==> src/rtl/uart_txr.sv <==
// UART transmitter: byte FIFO in front of a start/data/stop serialiser.
// Line idles high; frames follow each other with no gap while the FIFO has data.
module uart_txr #(
    parameter int unsigned CLKS_PER_BAUD_PERIOD = 434,
    parameter int unsigned FIFO_DEPTH           = 4,
    parameter bit          MSB_FIRST            = 1'b1,
    parameter int unsigned STOP_BITS            = 1
) (
    input  logic                          i_clk,
    input  logic                          i_rst_n,
    input  logic                          i_data_valid,
    input  logic [7:0]                    i_data_byte,
    output logic                          o_data_ready,
    output logic                          o_tx_data_line,
    output logic                          o_tx_busy,
    output logic [$clog2(FIFO_DEPTH):0]   o_fifo_count
);

    localparam int unsigned CntW   = (CLKS_PER_BAUD_PERIOD > 2) ? $clog2(CLKS_PER_BAUD_PERIOD) : 1;
    localparam int unsigned PtrW   = $clog2(FIFO_DEPTH);
    localparam int unsigned CountW = PtrW + 1;
    localparam logic [CntW-1:0]   ClkLast  = CntW'(CLKS_PER_BAUD_PERIOD - 1);
    localparam logic [2:0]        StopLast = 3'(STOP_BITS - 1);
    localparam logic [CountW-1:0] Full     = CountW'(FIFO_DEPTH);

    typedef enum logic [1:0] {StIdle, StStart, StData, StStop} state_e;

    state_e            state_q;
    logic [CntW-1:0]   clk_cnt_q;
    logic [2:0]        bit_cnt_q;
    logic [7:0]        tx_byte_q;
    logic [7:0]        fifo_q [FIFO_DEPTH];
    logic [PtrW-1:0]   wr_ptr_q, rd_ptr_q;
    logic [CountW-1:0] count_q, count_d;
    logic              line_q, busy_q, ready_q;

    logic       baud_end, push, pop, next_bit;
    logic [2:0] data_idx;

    always_comb begin
        baud_end = (clk_cnt_q == ClkLast);
        push     = i_data_valid && ready_q;
        // Pop from idle, or at the very end of the last stop bit for back-to-back frames.
        pop      = (count_q != '0) &&
                   ((state_q == StIdle) ||
                    (state_q == StStop && baud_end && bit_cnt_q == StopLast));
        count_d  = count_q + CountW'(push) - CountW'(pop);
        data_idx = (state_q == StStart) ? 3'd0 : bit_cnt_q + 3'd1;
        next_bit = MSB_FIRST ? tx_byte_q[3'd7 - data_idx] : tx_byte_q[data_idx];
    end

    always_ff @(posedge i_clk) begin
        if (!i_rst_n) begin
            state_q   <= StIdle;
            clk_cnt_q <= '0;
            bit_cnt_q <= '0;
            tx_byte_q <= '0;
            wr_ptr_q  <= '0;
            rd_ptr_q  <= '0;
            count_q   <= '0;
            line_q    <= 1'b1;
            busy_q    <= 1'b0;
            ready_q   <= 1'b1;
        end else begin
            count_q <= count_d;
            ready_q <= (count_d != Full);
            if (push) begin
                fifo_q[wr_ptr_q] <= i_data_byte;
                wr_ptr_q         <= wr_ptr_q + PtrW'(1);
            end
            if (pop) begin
                tx_byte_q <= fifo_q[rd_ptr_q];
                rd_ptr_q  <= rd_ptr_q + PtrW'(1);
            end
            clk_cnt_q <= (state_q == StIdle || baud_end) ? '0 : clk_cnt_q + CntW'(1);

            unique case (state_q)
                StIdle: begin
                    if (pop) begin
                        state_q <= StStart;
                        line_q  <= 1'b0;
                        busy_q  <= 1'b1;
                    end
                end
                StStart: begin
                    if (baud_end) begin
                        state_q   <= StData;
                        bit_cnt_q <= '0;
                        line_q    <= next_bit;
                    end
                end
                StData: begin
                    if (baud_end) begin
                        if (bit_cnt_q == 3'd7) begin
                            state_q   <= StStop;
                            bit_cnt_q <= '0;
                            line_q    <= 1'b1;
                        end else begin
                            bit_cnt_q <= bit_cnt_q + 3'd1;
                            line_q    <= next_bit;
                        end
                    end
                end
                StStop: begin
                    if (baud_end) begin
                        if (bit_cnt_q == StopLast) begin
                            bit_cnt_q <= '0;
                            if (pop) begin
                                state_q <= StStart;
                                line_q  <= 1'b0;
                            end else begin
                                state_q <= StIdle;
                                busy_q  <= 1'b0;
                            end
                        end else begin
                            bit_cnt_q <= bit_cnt_q + 3'd1;
                        end
                    end
                end
                default: state_q <= StIdle;
            endcase
        end
    end

    assign o_data_ready   = ready_q;
    assign o_tx_data_line = line_q;
    assign o_tx_busy      = busy_q;
    assign o_fifo_count   = count_q;

endmodule

==> config.mk <==
export PLATFORM = sky130hd
export DESIGN_NAME = uart_txr
export DESIGN_NICKNAME = d
export VERILOG_FILES = /design/src/rtl/uart_txr.sv
export SDC_FILE = /design/constraint.sdc
export NUM_CORES = 1
export LEC_CHECK = 0
export CAP_MARGIN = 10
export CORE_MARGIN = 4
export CORE_UTILIZATION = 50
export CTS_CLUSTER_DIAMETER = 80
export DETAILED_ROUTE_END_ITERATION = 6
export MAX_ROUTING_LAYER = met4
export PLACE_DENSITY = 0.8
export SETUP_SLACK_MARGIN = 0.15
export SLEW_MARGIN = 20
export SYNTH_ARGS = -nofsm -noshare
export SYNTH_HDL_FRONTEND = slang
export SYNTH_SLANG_ARGS = --single-unit
==> constraint.sdc <==
create_clock -name i_clk -period 5.5 [get_ports i_clk]
set_input_delay 1.1 -clock i_clk [delete_from_list [all_inputs] [get_ports i_clk]]
set_output_delay 1.1 -clock i_clk [all_outputs]
set_load 0.1 [all_outputs]
==> run metrics <==
run status=complete, no violations; CP max-delay cell=clkdlybuf4s50_1; Synth Register Bits=64; Leak=1.19 nW; Tcrit/Tclk final=54.9%; Final Hold Fails=0; Util after Layout=60.2%; die extent in x=84.0 um; Vias=1716; vias in the first global route=1703; PortBufs=16; Setup-failing EPs final=0; RSZ-0062 raised after global routing=false; leading cell types in the layout, fill and taps excluded=dfxtp_1, edfxtp_1, ha_1, clkdlybuf4s50_1, nor2_1; ys flop type=edfxtp_1; clk root buf=clkbuf_8; Post-Syn Area=2890 sq um; Final Critical Period=3020 ps; Clock transition at path regs=70 ps; initial antenna violation count=0; drt pass-1 iters=4; Core Box Area=5540 sq um; async set-reset flop share out of synthesis=0%; clk_lat worst skew=330 ps; Post-synth EDFFs=32; CTS Buf Count=9; DIE HEIGHT=84.0 um; Initial DRC Count=42; Syn Inst Count=223; sequential element share of the synthesized area=55.5%; post-CTS sizing=0; r2r startpoint=bit_cnt_q[0]; Yosys top cell area share=33.3%; # rows=27; Critical path origin=o_fifo_count[1]; setup TNS=0 ps; worst slew pin tran=968 ps; slowest stage delay, CP=1170 ps; Post-layout nets=273; Peak VDD IR=0.284 mV; CP Max Fanout=5; Min-Delay Path Class=register to register; DRT antenna net count=0; Slew Limit Fails=0; Synth cell types=45; top area cells in the synthesized netlist=edfxtp_1, dfxtp_1, mux4_2; synthesized area per cell=12.9 sq um; Tot GR Track Use=15.3%; crit path DAT=1920 ps; largest net degree at the start of global routing=26; Req. time, crit path=4400 ps; largest area contributor in the netlist=edfxtp_1; filler instances=436; Via-to-Cell Ratio=5.33; Critical Path, Cell by Cell=clkdlybuf4s50_1; Initial Util=52.1%; hold path start=clk_cnt_q[0]; remaining global-route overflow=0; setup bufs post-CTS=0; crit path buf inv count=1; DRC violations left=0; multi-input logic area=1220 sq um; Clock Sink Count=64; Final GP Congestion=0.824; H-Tree Depth=3; first-pass GRT wire length=8120 um; area growth from synthesis to layout=15.6%; routed length per instance=15.0 um; Power, Total=1.67 mW; Die ar.=7050 sq um; Sequential cell area=1600 sq um; relative slew slack=35.3%; Syn. warnings=0; Cell Pwr Density=501 nW/um^2; n_diodes=0; fmax=331 MHz; WS Path Type=register to output port; crit-path leading delay family=buffers and inverters; clk_skew=7.43 ps; clk buf depth=2; nature of the critical path endpoint=output port; maxcap violations=0; Post-DP HPWL=3470 um; hold_buf cts=0; CP Launch Type=register; Mapped Nets=251; share of cells above drive strength 1=13.2%; Top Ports=17; CTS tree=done; WL final=4830 um
-- cell type report --
type	instances	area share [%]
Clock buffer	9	3.71
Clock inverter	7	3.08
Inverter	11	1.24
Multi-Input combinational cell	143	36.5
Sequential cell	64	48.0
Tap cell	72	2.70
Timing Repair Buffer	16	4.80
-- cell families after synthesis --
group           after synthesis  share of synthesized area [%]
simple gates                 73                           15.2
flops                        64                           55.5
compound gates               24                           5.68
mux                          21                           11.2
fa+ha+maj                    17                           7.63
buf+inv                      16                           2.38
xor+xnor                      8                           2.43
-- routing by layer --
layer	vias up	share of wire, %	global-route usage [%]
li1	855	-	-
met1	831	43	17.0
met2	25	52	26.3
met3	5	3.8	4.74
met4	0	1.2	4.82
met5	-	0	-
-- sequential cells by signal, summed over array words and instances (netlist names) --
signal and count:
o_tx_data_line 1, bit_cnt_q 3, fifo_q 32, rd_ptr_q 2, tx_byte_q 8, clk_cnt_q 9, o_fifo_count 3, o_data_ready 1
state_q 2, wr_ptr_q 2, o_tx_busy 1
-- cell usage after synthesis (all sizes together), types with 4 or more instances --
cell	instances
a21oi	8
and2	10
dfxtp	32
edfxtp	32
ha	16
inv	11
mux2i	12
mux4	9
nand2	7
nand3	6
nor2	14
nor2b	13
o21ai	7
or3	4
xnor2	4
xor2	4
-- report_power, final --
group	switching (mW)	internal (mW)
Clock	0.188	0.260
Combinational	0.323	0.253
Sequential	0.0710	0.577
Total	0.582	1.09
-- metrics by stage --
step | area (sq um) | worst slack, ps | cells | hold slack [ps]
floorplan | 2890 | 2500 | 223 | 433
global placement | 3110 | 2480 | 306 | 448
detailed placement | 3110 | 2420 | 306 | 454
CTS | 3340 | 2460 | 322 | 472
global route | 3340 | 2420 | 322 | 492
finish | 3340 | 2480 | 322 | 470
-- final timing paths --
kind	depth (start not counted)	to	slack [ps]
worst max-delay path	1	o_fifo_count[1]	2480
worst min-delay path	1	clk_cnt_q[0]	470
worst max register to register	12	o_data_ready	2830
worst min register to register	1	clk_cnt_q[0]	470
Note: power is estimated with default switching activity, not from simulation.
